**src/rtl/hwag_cap_pkg.sv**
```systemverilog
// Shared types and default widths for the multi-channel VR capture block.
package hwag_cap_pkg;

    typedef enum logic [1:0] {
        EM_NONE = 2'b00,
        EM_RISE = 2'b01,
        EM_FALL = 2'b10,
        EM_BOTH = 2'b11
    } edge_mode_t;

    localparam int CH_DEF    = 4;
    localparam int FLT_W_DEF = 16;
    localparam int TS_W_DEF  = 24;

    function automatic logic mode_rise(input edge_mode_t m);
        return (m == EM_RISE) || (m == EM_BOTH);
    endfunction

    function automatic logic mode_fall(input edge_mode_t m);
        return (m == EM_FALL) || (m == EM_BOTH);
    endfunction

endpackage

```
**src/rtl/hwag_cap_channel.sv**
```systemverilog
// One capture channel: 2-flop synchroniser, glitch filter, edge detector and
// timestamp capture with pending/overflow tracking.
module hwag_cap_channel
    import hwag_cap_pkg::*;
#(
    parameter int FLT_W = FLT_W_DEF,
    parameter int TS_W  = TS_W_DEF
) (
    input  logic             clk,
    input  logic             rst,
    input  logic             vr_in,
    input  logic             flt_ena,
    input  logic [FLT_W-1:0] flt_val,
    input  logic [1:0]       edge_mode,
    input  logic             cap_ena,
    input  logic             ack,
    input  logic [TS_W-1:0]  timer,
    output logic             filtered,
    output logic             edge_rise,
    output logic             edge_fall,
    output logic [TS_W-1:0]  cap_ts,
    output logic             cap_pend,
    output logic             cap_ovf
);

    logic             s1, s2;
    logic             filt_d;
    logic [FLT_W-1:0] cnt;
    logic             evt;
    edge_mode_t       mode;

    assign mode = edge_mode_t'(edge_mode);
    assign evt  = edge_rise | edge_fall;

    always_ff @(posedge clk or negedge rst) begin
        if (!rst) begin
            s1 <= 1'b0;
            s2 <= 1'b0;
        end else begin
            s1 <= vr_in;
            s2 <= s1;
        end
    end

    // cnt only increments while below flt_val, so it can never wrap.
    always_ff @(posedge clk or negedge rst) begin
        if (!rst) begin
            filtered <= 1'b0;
            cnt      <= '0;
        end else if (!flt_ena) begin
            filtered <= s2;
            cnt      <= '0;
        end else if (s2 == filtered) begin
            cnt      <= '0;
        end else if (cnt >= flt_val) begin
            filtered <= s2;
            cnt      <= '0;
        end else begin
            cnt      <= cnt + 1'b1;
        end
    end

    always_ff @(posedge clk or negedge rst) begin
        if (!rst) begin
            filt_d    <= 1'b0;
            edge_rise <= 1'b0;
            edge_fall <= 1'b0;
        end else begin
            filt_d    <= filtered;
            edge_rise <= cap_ena & mode_rise(mode) &  filtered & ~filt_d;
            edge_fall <= cap_ena & mode_fall(mode) & ~filtered &  filt_d;
        end
    end

    // A new event always wins over a same-cycle ack; the ack only clears overflow.
    always_ff @(posedge clk or negedge rst) begin
        if (!rst) begin
            cap_ts   <= '0;
            cap_pend <= 1'b0;
            cap_ovf  <= 1'b0;
        end else if (evt) begin
            cap_ts   <= timer;
            cap_pend <= 1'b1;
            if (ack)
                cap_ovf <= 1'b0;
            else if (cap_pend)
                cap_ovf <= 1'b1;
        end else if (ack) begin
            cap_pend <= 1'b0;
            cap_ovf  <= 1'b0;
        end
    end

endmodule

```
**src/rtl/hwag_capture_mc.sv**
```systemverilog
// Multi-channel VR capture: shared free-running timer plus CH independent
// filter/edge/capture channels fed from flat configuration buses.
module hwag_capture_mc
    import hwag_cap_pkg::*;
#(
    parameter int CH    = CH_DEF,
    parameter int FLT_W = FLT_W_DEF,
    parameter int TS_W  = TS_W_DEF
) (
    input  logic                clk,
    input  logic                rst,
    input  logic [CH-1:0]       vr_in,
    input  logic [CH-1:0]       flt_ena,
    input  logic [CH*FLT_W-1:0] flt_val,
    input  logic [2*CH-1:0]     edge_mode,
    input  logic [CH-1:0]       cap_ena,
    input  logic [CH-1:0]       ack,
    output logic [CH-1:0]       filtered,
    output logic [CH-1:0]       edge_rise,
    output logic [CH-1:0]       edge_fall,
    output logic [CH*TS_W-1:0]  cap_ts,
    output logic [CH-1:0]       cap_pend,
    output logic [CH-1:0]       cap_ovf,
    output logic [TS_W-1:0]     timer
);

    always_ff @(posedge clk or negedge rst) begin
        if (!rst)
            timer <= '0;
        else
            timer <= timer + 1'b1;
    end

    for (genvar i = 0; i < CH; i++) begin : g_ch
        hwag_cap_channel #(
            .FLT_W (FLT_W),
            .TS_W  (TS_W)
        ) u_ch (
            .clk       (clk),
            .rst       (rst),
            .vr_in     (vr_in[i]),
            .flt_ena   (flt_ena[i]),
            .flt_val   (flt_val[i*FLT_W +: FLT_W]),
            .edge_mode (edge_mode[2*i +: 2]),
            .cap_ena   (cap_ena[i]),
            .ack       (ack[i]),
            .timer     (timer),
            .filtered  (filtered[i]),
            .edge_rise (edge_rise[i]),
            .edge_fall (edge_fall[i]),
            .cap_ts    (cap_ts[i*TS_W +: TS_W]),
            .cap_pend  (cap_pend[i]),
            .cap_ovf   (cap_ovf[i])
        );
    end

endmodule

```
**config.mk**
```make
export PLATFORM = sky130hd
export DESIGN_NAME = hwag_capture_mc
export DESIGN_NICKNAME = d
export VERILOG_FILES = /design/src/rtl/hwag_cap_pkg.sv /design/src/rtl/hwag_cap_channel.sv /design/src/rtl/hwag_capture_mc.sv
export SDC_FILE = /design/constraint.sdc
export NUM_CORES = 1
export LEC_CHECK = 0
export BUFFER_PORTS_ARGS = -buffer_cell sky130_fd_sc_hd__buf_2
export CAP_MARGIN = 20
export CORE_UTILIZATION = 59
export CTS_CLUSTER_SIZE = 20
export DETAILED_ROUTE_END_ITERATION = 10
export HOLD_SLACK_MARGIN = 0.12
export PLACE_DENSITY = 0.95
export SETUP_SLACK_MARGIN = 0.2
export SYNTH_ARGS = -nofsm -noshare
export SYNTH_HDL_FRONTEND = slang
export SYNTH_HIERARCHICAL = 1
export SYNTH_SLANG_ARGS = --single-unit
```
**constraint.sdc**
```tcl
create_clock -name clk -period 2.7 [get_ports clk]
set_input_delay 0.81 -clock clk [delete_from_list [all_inputs] [get_ports clk]]
set_output_delay 0.81 -clock clk [all_outputs]
set_load 0.02 [all_outputs]
```
Word-level counts from Yosys, hierarchy flattened
Index checks and enable logic that the tools add are counted.
{ "totals": {"latch_bits": 0, "in_bits": 90, "ram_bits": 0, "n_memories": 0, "mem_bits_ro": 0, "wordCells": 178, "register_bits": 216, "out_inout_bits": 140} }
{ "classes": {"eq_ne": 24, "n_div": 0, "n_mux": 44, "bitwise_logic": 36, "multipliers": 0, "reduce_logical": 24, "shift": 0, "magnitude_cmp": 4, "addsub": 5} }
{ "op_table": {"columns": ["op", "n"], "rows": [
  ["2-to-1 mux 16 bit", 12],
  ["adder 16 x 1 -> 16 bit (second input constant)", 4],
  [">= comparator 16 bit", 4],
  ["2-to-1 mux 1 bit", 32],
  ["adder 24 x 1 -> 24 bit (second input constant)", 1],
  ["AND 1 bit", 24],
  ["== test 2 bit (second input constant)", 8],
  ["AND reduction 2 bit", 8],
  ["nonzero test 2 bit", 8],
  ["== test 2 x 1 -> 1 bit (second input constant)", 4],
  ["logical OR 1 bit", 8],
  ["!= test 2 x 1 -> 1 bit (second input constant)", 4],
  ["!= test 2 bit (second input constant)", 4],
  ["NOT 1 bit", 8],
  ["== test 1 bit", 4],
  ["bitwise OR 1 bit", 4]
]} }

Logic depth before layout (Yosys ltp)
Gate-level depths: netlist of the first run.
{ "depth": {"depth_word": 5, "ltp_mapped": 8, "ltp_nobuf": 7} }

Hierarchy
The synthesis of the first run kept the hierarchy.
{ "modules_own_cells": {"columns": ["module", "seq_area_each_um2", "n_inst", "cells_per_inst", "area_per_inst_um2"], "rows": [
  ["hwag_cap_channel", 1201.2, 4, 201, 2304.7],
  ["hwag_capture_mc", 600.6, 1, 83, 1021.0]
]} }

Worst setup path before layout of the first run
Ideal clock, no wire load.
{ "synth_path": {"kind": "input to register", "start": "in flt_val[0]", "end": "reg g_ch[0].u_ch.filtered", "n_path_buf": 0, "required_ps": 2575, "setup_slack_ps": 453, "arrival_time_ps": 2122, "cell_stages": 6, "setup_ps": 125, "path_cell_list": "ha_1 nand2b_1 a2111oi_0 nand3b_1 nand3_1 mux2_4"} }
{ "synth_between": {"elab_chain_len": 3} }
{ "synth_lines": {"columns": ["item", "line", "text"], "rows": [
  ["start, declared", "hwag_capture_mc.sv:14", "input logic [CH*FLT_W-1:0] flt_val,"],
  [">= comparator 16 bit", "hwag_cap_channel.sv:55", "end else if (cnt >= flt_val) begin"],
  ["!= test 2 x 1 -> 1 bit (no source line)", null, null],
  ["AND reduction 2 bit (no source line)", null, null],
  ["end signal, assigned", "hwag_cap_channel.sv:48", "filtered <= 1'b0;"],
  ["end signal, assigned", "hwag_cap_channel.sv:51", "filtered <= s2;"],
  ["end signal, assigned", "hwag_cap_channel.sv:56", "filtered <= s2;"],
  ["end, declared", "hwag_cap_channel.sv:18", "output logic filtered,"]
]} }
No other way between the ends.
A chain may end at the register's enable or synchronous reset.

Final worst setup path of the first run
{ "layout_path": {"start": "reg timer[9]", "end": "out timer[9]"} }
{ "layout_rtl": {"columns": ["item", "line", "text"], "rows": [
  ["start, declared", "hwag_capture_mc.sv:24", "output logic [TS_W-1:0] timer"],
  ["start signal, assigned", "hwag_capture_mc.sv:31", "timer <= timer + 1'b1;"]
]} }
No word-level cell between the ends.

==> results of run 1 <==
==> power by group <==
part	internal (µW)	total (µW)	switching, µW
registers	3370	3470	99.2
clock network	1890	3130	1240
logic	341	829	488
==> routing by layer <==
metal  track usage, %  vias to the layer above  part of all wire (%)
met5                0                        -                     0
met4             8.59                        0                   2.4
met3             4.95                       56                   5.9
met2             47.6                      289                    51
met1             34.6                     3693                    41
li1                 -                     3529                     -
==> worst max path at each step <==
| stage | start | endpoint | slack, ps | cells after the start |
|---|---|---|---|---|
| detailed placement | flt_val[0] | g_ch[0].u_ch/cnt[0] | 90 | 8 |
| finish | timer[9] | timer[9] | 550 | 1 |
| global route | g_ch[1].u_ch/cnt[0] | g_ch[1].u_ch/cnt[0] | 390 | 8 |
| CTS | g_ch[0].u_ch/cnt[0] | g_ch[0].u_ch/cnt[0] | 550 | 8 |
| floorplan | flt_val[0] | g_ch[0].u_ch/filtered | 450 | 6 |
| global placement | flt_val[0] | g_ch[0].u_ch/filtered | 120 | 7 |
==> sequential cells by signal, indices dropped and copies added (netlist names) <==
register and cells:
timer 24, g_ch.u_ch/s2 4, g_ch.u_ch/filt_d 4, g_ch.u_ch/cap_ovf 4, g_ch.u_ch/cap_pend 4, g_ch.u_ch/filtered 4
g_ch.u_ch/cap_ts 96, g_ch.u_ch/edge_fall 4, g_ch.u_ch/edge_rise 4, g_ch.u_ch/s1 4, g_ch.u_ch/cnt 64
==> per-stage QoR <==
step | hold WS [ps] | utilization [%] | power [µW] | std cells
final | 279 | 74.8 | 7430 | 1379
after global routing | 306 | 74.8 | 7710 | 1379
after CTS | 282 | 74.8 | 7490 | 1379
after detailed placement | 336 | 70.3 | 4350 | 1340
after global placement | 332 | 70.3 | 4300 | 1340
after floorplan | 331 | - | 3970 | 887
==> layout make-up <==
type	count	share of cell area (%)
tap	220	2.20
sequential	216	43.1
clock inverter	7	0.728
timing repair buffer	245	10.7
inverter	93	2.78
multi-input combinational	566	35.3
clock buffer	32	5.26
==> placed cells by master, fill, tap and decap left out, types with 11 or more instances in the layout <==
cell type	n
buf_4	11
mux2_2	96
inv_1	93
dfrtp_1	216
nand4_1	14
o21ai_0	16
buf_2	228
nor3_1	12
ha_1	69
xor2_1	20
nor2_1	94
clkbuf_16	23
nand2_1	47
nand3_1	33
xnor2_1	62
a21oi_1	24
and3_1	12
==> cell families after synthesis <==
family | Yosys count | synth area share [%]
multiplexers | 100 | 11.1
buffers and inverters | 105 | 4.24
AND/OR/NAND/NOR | 263 | 13.4
adder cells (fa/ha/maj) | 69 | 8.43
AO/OA/AOI/OAI | 52 | 2.98
flip-flops | 216 | 52.8
XOR/XNOR | 82 | 7.01
==> impl_results.md, run 1 <==
- Status: finished, final reports clean
- Multi-input logic area: 4420 µm²
- CP peak stage delay: 600 ps
- Worst-path cell chain: buf_2
- HPWL after detailed placement: 17.0 mm
- Syn_area_per_cell: around 12 µm²
- Reg area: around 5400 µm²
- Max Fclk: around 0.46 GHz
- Final worst slack: between 500 and 600 ps
- Ant. Diodes: 0
- FF-to-FF setup slack: 560 ps
- Crit Path Class: reg -> out
- Die Span Y: 134 µm
- Final setup violation count: 0
- Final setup TNS: 0 ps
- Wirelength, routed: between 20 and 25 mm
- Initial Utilization: approximately three fifths
- Async set-reset flop share out of synthesis: 100%
- RSZ-0062 raised after global routing: false
- HP Class: in -> async
- Total setup buffers inserted after CTS: 0
- EDFF count, synth: 0
- Slowest cell on crit path: dfrtp_1
- Cell Pwr Density: 593 nW/µm²
- GRT Util Overall: 27.3%
- Worst skew pair latency: roughly 500 ps
- Worst setup EP type: output port
- Most frequent cell after synthesis: dfrtp_1
- Worst EP arrival: approximately 1300 ps
- Ports: 230
- Die ar.: about 18000 µm²
- Pre-CTS WS: ~94 ps
- Root Buffer: clkbuf_16
- Clock Pin Slew Worst Setup and Hold Paths: 60 ps
- Core Rows: 47
- Syn. warnings: 6
- Cells resized by post-CTS repair: 0
- Post-synth cell types: 32
- Final hold viol count: 0
- Clock Path Buffers: 3
- Cells on worst reg2reg path: 8
- Nets: approximately 1300
- Critical path data required time: 1890 ps
- Worst R2R Start: g_ch[0].u_ch/cnt[0]
- Synth Flop Type: dfrtp_1
- Total grt overflow: 0
- Crit path buffers/inverters: 1
- Maximum vdd drop: 0.580 mV
- Die Wd: roughly 130 µm
- Routed len/inst: about 17 µm
- Via density: about 5.5
- ANT nets after route: 0
- Vias in the first global route: between 7000 and 8000
- Syn Nets: roughly 1000
- TritonCTS clock tree: done
- Synthesized flop and latch total: 216
- Slew HR: a little under two thirds
- Fraction of layout cells with a size suffix above 1: roughly a third
- First-pass GRT wire length: about 39 mm
- Post-synth top area cell: dfrtp_1
- Worst Setup Start Kind: flip-flop
- Crit-path max FO: 11
- # clock sinks: approximately 220
- Placed instance area: about 12000 µm²
- Finished Cell Area: approximately 13000 µm²
- Initial antenna violation count: 0
- Post-synth top area share: a little over half
- First-pass DRT Iterations: 5
- Vias: 7567
- Syn-to-layout area delta: 22.5%
- Iteration-0 DRC Markers: ~410
- Max-cap violations: 0
- Synthesized instance count: between 800 and 900
- Reg2reg end: g_ch[0].u_ch/cnt[0]
- GP Congestion: ~0.83
- Pleak: 0.00665 µW
- Worst-Margin Slew: approximately 550 ps
- CORE AREA: ~17000 µm²
- Cell family with the largest share of critical-path delay: flip-flops
- Filler instances: 1027
- Seq/Total Area, Yosys: 52.8%
- Top cells by count, synth: dfrtp_1 (216), nor2_1 (98), mux2_2 (96), inv_1 (93), ha_1 (69)
- Clk_skew: approximately 17 ps
- DRC Markers: 0
- Tcrit/Tclk final: between 70% and 80%
- IO buf count: approximately 230
- Slew Limit Fails: 0
- Shortest period the worst path allows: 2150 ps
- Num CTS Buffers: 23
- Area contributors post-synth: dfrtp_1 (53%), mux2_2 (11%), ha_1 (8.4%)
- CTS Hold Bufs: 0
- Mapped cell area: between 10000 and 15000 µm²
- Largest net degree at the start of global routing: 69
- H-tree depth: 1
Note: power is estimated with default switching activity, not from simulation.
==> run 2: changes to the inputs <==
--- a/config.mk
+++ b/config.mk
@@ -7,11 +7,11 @@
 export LEC_CHECK = 0
 export BUFFER_PORTS_ARGS = -buffer_cell sky130_fd_sc_hd__buf_2
 export CAP_MARGIN = 20
-export CORE_UTILIZATION = 59
+export CORE_UTILIZATION = 49
 export CTS_CLUSTER_SIZE = 20
 export DETAILED_ROUTE_END_ITERATION = 10
 export HOLD_SLACK_MARGIN = 0.12
-export PLACE_DENSITY = 0.95
+export PLACE_DENSITY = 0.85
 export SETUP_SLACK_MARGIN = 0.2
 export SYNTH_ARGS = -nofsm -noshare
 export SYNTH_HDL_FRONTEND = slang
==> constraint.sdc (replaced) <==
create_clock -name clk -period 1.85 [get_ports clk]
set_input_delay 0.555 -clock clk [delete_from_list [all_inputs] [get_ports clk]]
set_output_delay 0.555 -clock clk [all_outputs]
set_load 0.02 [all_outputs]
==> run 2 against run 1 <==
- die area increased by 20%
- the flow now finishes with violations (setup timing)
- highest routed layer unchanged
- total power increased by 55%
- global-route usage decreased by 1.2 points
- critical endpoint is now g_ch[2].u_ch/filtered
- register-to-register slack got worse by 590 ps
- sequential power increased by 46%
- largest cell class unchanged
- via count increased by 7.8%
==> impl_results.md, run 2 (synthesized netlist as in run 1, its figures left out) <==
- Status: complete, but fails checks
- Violated checks: setup timing
- # clock sinks: 216
- Tot Pwr: between 10000 and 15000 µW
- Commonest cells after routing, fill and taps aside: dfrtp_1 (201), buf_2 (188), buf_4 (110)
- First-pass GRT wire length: about 45 mm
- Clock share of power: 41.9%
- Core Rows: 52
- Root Buffer: clkbuf_16
- Die Span Y: 147 µm
- Ant. Diodes: 0
- Crit-path max FO: 2
- Crit Path Class: reg -> reg
- Die ar.: approximately 21000 µm²
- IO buf count: between 200 and 250
- Fraction of layout cells with a size suffix above 1: a little over half
- RSZ-0062 raised after global routing: true
- Clock Pin Slew Worst Setup and Hold Paths: approximately 60 ps
- Cell internal pwr: 8520 µW
- Initial antenna violation count: 0
- Final setup violation count: 2
- Syn-to-layout area delta: 45.9%
- HPWL after detailed placement: roughly 18 mm
- TritonCTS clock tree: done
- CORE AREA: around 20000 µm²
- Worst EP arrival: around 2300 ps
- Cell family with the largest share of critical-path delay: simple AND/OR/NAND/NOR gates
- H-tree depth: 1
- Worst skew pair latency: approximately 510 ps
- Net Switching: approximately 3000 µW
- Final hold viol count: 0
- Num CTS Buffers: 24
- Critical path data required time: 2250 ps
- Slew Limit Fails: 0
- HP Class: in -> reg
- Max-cap violations: 0
- Cell Pwr Density: a little under 800 nW/µm²
- Slowest cell on crit path: dfrtp_1
- Slew HR: between 70 and 80%
- Die Wd: approximately 150 µm
- Placed instance area: approximately 13000 µm²
- Leading cell type in the layout, fill and taps excluded: dfrtp_1
- Vias in the first global route: between 8000 and 9000
- Tcrit/Tclk final: 102%
- Clk_skew: approximately 16 ps
- CP peak stage delay: 420 ps
- Final worst slack: -31.8 ps
- Finished Cell Area: roughly 15000 µm²
- Biggest register: g_ch.u_ch/cap_ts
- GP Congestion: approximately 0.80
- Max Fclk: 0.531 GHz
- Ports: between 200 and 250
- Maximum vdd drop: between 0.4 and 0.5 mV
- Worst-Margin Slew: about 430 ps
- Max reg flops: 96
- Vias: between 8000 and 9000
- DRC Markers: 0
- Via density: about 5.3
- Combinational power share: between 10% and 20%
- Shortest period the worst path allows: between 1500 and 2000 ps
- Sequential Power Share: 44.0%
- Final cell utilization of the core: between 70% and 80%
- Initial Utilization: between 50% and 60%
- ANT nets after route: 0
- Wirelength, routed: around 29 mm
- Pleak: 0.00743 µW
- Largest net degree at the start of global routing: between 50 and 60
- Iteration-0 DRC Markers: about 240
- Total grt overflow: 0
- Worst-path cell chain: inv_2 > ha_4 > nand2b_4 > a2111oi_4 > nand3b_1 > nand3_2 > mux2_4
- Worst Setup Start Kind: flip-flop
- Sw frac: about a quarter
- Biggest regs: g_ch.u_ch/cap_ts x96, g_ch.u_ch/cnt x64, timer x24
- First-pass DRT Iterations: 4
- Clock Path Buffers: 3
- GRT Util Overall: 26.1%
- Routed len/inst: 18.8 µm
- Nets: 1429
- Crit path buffers/inverters: 1
- Worst setup EP type: flip-flop
## run 2: cell count changes in the layout (fill, tap and decap cells not counted), sizes merged
cell	previous run	this run
buf	245	368
clkbuf	32	31
clkinv	3	4
clkinvlp	1	2
dlygate4sd3	0	1
## run 2: final timing paths
check / from / end / slack (ps) / cells after the start
setup reg to reg: g_ch[2].u_ch/cnt[0] / g_ch[2].u_ch/filtered / -30 / 7
hold reg to reg: g_ch[1].u_ch/s1 / g_ch[1].u_ch/s2 / 350 / 0
hold / removal: vr_in[2] / g_ch[2].u_ch/s1 / 150 / 1
max in group asynchronous: rst / timer[23] / 670 / 3
min in group asynchronous: rst / g_ch[2].u_ch/cap_ts[8] / 560 / 2
setup / recovery: g_ch[2].u_ch/cnt[0] / g_ch[2].u_ch/filtered / -30 / 7
## run 2: area by class of cell
type                       count  area (µm²)
fill                        1277        5430
sequential                   216        5420
multi-input combinational    566        5330
timing repair buffer         369        2630
clock buffer                  31         688
inverter                      93         419
tap                          270         338
clock inverter                 9         104
## run 2: repair_timing
action                                  4_1_cts  5_1_grt
cloned                                        0        0
buffers inserted                             41       12
endpoints found under the setup margin       99      111
hold buffers                                  1        0
hold endpoints to repair                     43        0
resized for setup                           159      105
pin swaps                                    25       15
## run 2: through the flow
step           hold WS [ps]  worst slack [ps]  setup TNS, ps  std cells
6_report                148             -31.8          -50.5       1554
3_5_place_dp            340              -369         -18570       1460
3_3_place_gp            333              -399         -15570       1460
2_1_floorplan           259             -21.6          -86.3        887
4_1_cts                 135             -28.5          -28.5       1542
5_1_grt                 132             -71.9          -1970       1554
## run 2: power groups by stage
stage | Clock, µW | Combinational [µW] | Sequential, µW
2_1_floorplan | 0 | 544 | 5330
3_3_place_gp | 0 | 1320 | 5110
3_5_place_dp | 0 | 1360 | 5130
4_1_cts | 4860 | 1530 | 5040
5_1_grt | 5090 | 1720 | 5070
6_report | 4820 | 1620 | 5060
## run 2: worst register-to-register path, stage by stage, from the launching register on
cell and delay, ps:
dfrtp_1 420, inv_2 90, ha_4 190, nand2b_4 140, a2111oi_4 280, nand3b_1 230, nand3_2 110, mux2_4 300
## run 2: per-layer routing
metal	part of all wire, %	wire length (µm)	GRT usage, %
met4	3.7	1080	8.80
met2	53	15400	47.7
met5	0	0	0
met3	5.6	1640	4.94
met1	38	11100	30.6
==> run 3: changes to the inputs <==
--- a/config.mk
+++ b/config.mk
@@ -7,12 +7,13 @@
 export LEC_CHECK = 0
 export BUFFER_PORTS_ARGS = -buffer_cell sky130_fd_sc_hd__buf_2
 export CAP_MARGIN = 20
-export CORE_UTILIZATION = 49
+export CORE_UTILIZATION = 35
 export CTS_CLUSTER_SIZE = 20
 export DETAILED_ROUTE_END_ITERATION = 10
 export HOLD_SLACK_MARGIN = 0.12
-export PLACE_DENSITY = 0.85
+export PLACE_DENSITY = 0.67
 export SETUP_SLACK_MARGIN = 0.2
+export SKIP_LAST_GASP = 1
 export SYNTH_ARGS = -nofsm -noshare
 export SYNTH_HDL_FRONTEND = slang
 export SYNTH_HIERARCHICAL = 1
==> run 3 against run 2 <==
- largest cell class unchanged
- the flow still finishes with violations (setup timing)
- non-clock buffer count increased by 13
- first-iteration DRC count decreased by 10%
- sequential share of layout area decreased by 1.3 points
- worst setup slack got worse by 23 ps
==> impl_results.md, run 3 (synthesized netlist as in run 1, its figures left out) <==
- HP Class: in -> reg
- Tot Pwr: around 12000 µW
- CORE AREA: 28800 µm²
- H-tree depth: 1
- Max-cap violations: 0
- Core Rows: 62
- Final cell utilization of the core: between 50% and 60%
- Clk_skew: ~21 ps
- Vias in the first global route: roughly 8400
- Initial Utilization: a little over a third
- Worst Setup Start Kind: flip-flop
- IO buf count: about 230
- Slew Limit Fails: 0
- Clock Pin Slew Worst Setup and Hold Paths: 60 ps
- Crit-path max FO: 2
- Iteration-0 DRC Markers: between 200 and 250
- Final setup violation count: 17
- Routed len/inst: approximately 16 µm
- Nets: 1442
- Biggest register: g_ch.u_ch/cap_ts
- TritonCTS clock tree: done
- Biggest regs: g_ch.u_ch/cap_ts x96, g_ch.u_ch/cnt x64, timer x24
- Tcrit/Tclk final: 103%
- Commonest cells after routing, fill and taps aside: dfrtp_1 (198), buf_2 (140), buf_4 (130)
- Cell Pwr Density: 760 nW/µm²
- Total grt overflow: 0
- Maximum vdd drop: roughly 0.6 mV
- DRC Markers: 0
- First-pass DRT Iterations: 4
- ANT nets after route: 0
- Syn-to-layout area delta: 51.4%
- Largest net degree at the start of global routing: 48
- RSZ-0062 raised after global routing: true
- Fraction of layout cells with a size suffix above 1: about 55%
- Max Fclk: 0.525 GHz
- Vias: between 7000 and 8000
- Wirelength, routed: 27.1 mm
- Clock Path Buffers: 3
- Die ar.: 29900 µm²
- Pleak: ~0.0076 µW
- Die Wd: approximately 170 µm
- Worst EP arrival: approximately 2300 ps
- Worst skew pair latency: ~530 ps
- Max reg flops: 96
- Crit Path Class: reg -> reg
- Critical path data required time: about 2300 ps
- Worst-Margin Slew: about 430 ps
- Status: complete, but fails checks
- Leading cell type in the layout, fill and taps excluded: dfrtp_1
- Final worst slack: -54.9 ps
- Violated checks: setup timing
- GP Congestion: around 0.8
- Die Span Y: 173 µm
- Slew HR: between 70% and 80%
- # clock sinks: between 200 and 250
- Root Buffer: clkbuf_16
- Via density: around 4.7
- Pre-CTS WS: -358 ps
- First-pass GRT wire length: 43.6 mm
- GRT Util Overall: 18.1%
- Shortest period the worst path allows: 1900 ps
- HPWL after detailed placement: 18.4 mm
- Worst setup EP type: flip-flop
- Num CTS Buffers: 24
- Final hold viol count: 0
- Ports: 230
- Initial antenna violation count: 2
-- run 3: cell types whose count changed in the layout (fill, tap and decap cells not counted), sizes merged --
cell | previous run | this run
buf | 368 | 381
bufinv | 2 | 3
clkbuf | 31 | 35
clkinvlp | 2 | 0
diode | 0 | 2
inv | 94 | 93
-- run 3: per-stage QoR --
stage | std cells | hold WS (ps) | area [µm²] | setup TNS, ps
2_1_floorplan | 887 | 259 | 10700 | -86.3
3_3_place_gp | 1576 | 333 | 13000 | -16870
3_5_place_dp | 1576 | 336 | 13000 | -18280
4_1_cts | 1662 | 126 | 14800 | -370
5_1_grt | 1685 | 133 | 15500 | -3630
6_report | 1685 | 144 | 15500 | -450
-- run 3: worst paths after layout --
kind,from,endpoint,slack (ps),cells past startpoint
max,g_ch[2].u_ch/cnt[0],g_ch[2].u_ch/filtered,-50,8
min,vr_in[2],g_ch[2].u_ch/s1,140,1
max reg2reg,g_ch[2].u_ch/cnt[0],g_ch[2].u_ch/filtered,-50,8
min reg2reg,g_ch[3].u_ch/s1,g_ch[3].u_ch/s2,350,0
max in group asynchronous,rst,g_ch[3].u_ch/filtered,700,3
min in group asynchronous,rst,g_ch[1].u_ch/cap_ts[2],540,2
-- run 3: per-layer routing --
metal | GRT usage [%] | vias up | part of all wire, %
li1 | - | 3806 | -
met1 | 22.7 | 3894 | 43
met2 | 31.2 | 198 | 49
met3 | 3.72 | 50 | 5.3
met4 | 5.31 | 0 | 2.8
met5 | 0 | - | 0
-- run 3: cell type report --
type | count | area, µm²
diodes | 2 | 5.00
multi-input cells | 566 | 5320
flip-flops and latches | 216 | 5430
repair buffers | 382 | 3020
well taps | 384 | 480
clock buffers | 35 | 712
inverters | 93 | 419
clock inverters | 7 | 121
fillers | 2416 | 13300
-- run 3: where the power goes --
part           switching [µW]  internal, µW
sequential                130          4930
clock                    1910          3070
combinational             892           846
-- run 3: repair_timing --
item | 4_1_cts | 5_1_grt
buffers inserted | 43 | 21
hold buffers | 1 | 0
hold endpoints to repair | 39 | 0
setup endpoints to repair | 118 | 149
pin swaps | 16 | 20
gates resized for setup | 196 | 156
-- run 3: critical path: stages (launching register included) --
cell and delay, ps:
dfrtp_1 400, inv_2 80, ha_4 190, nand2b_4 140, a2111oi_4 280, buf_4 150
nand3b_1 160, nand3_2 100, mux2_4 300
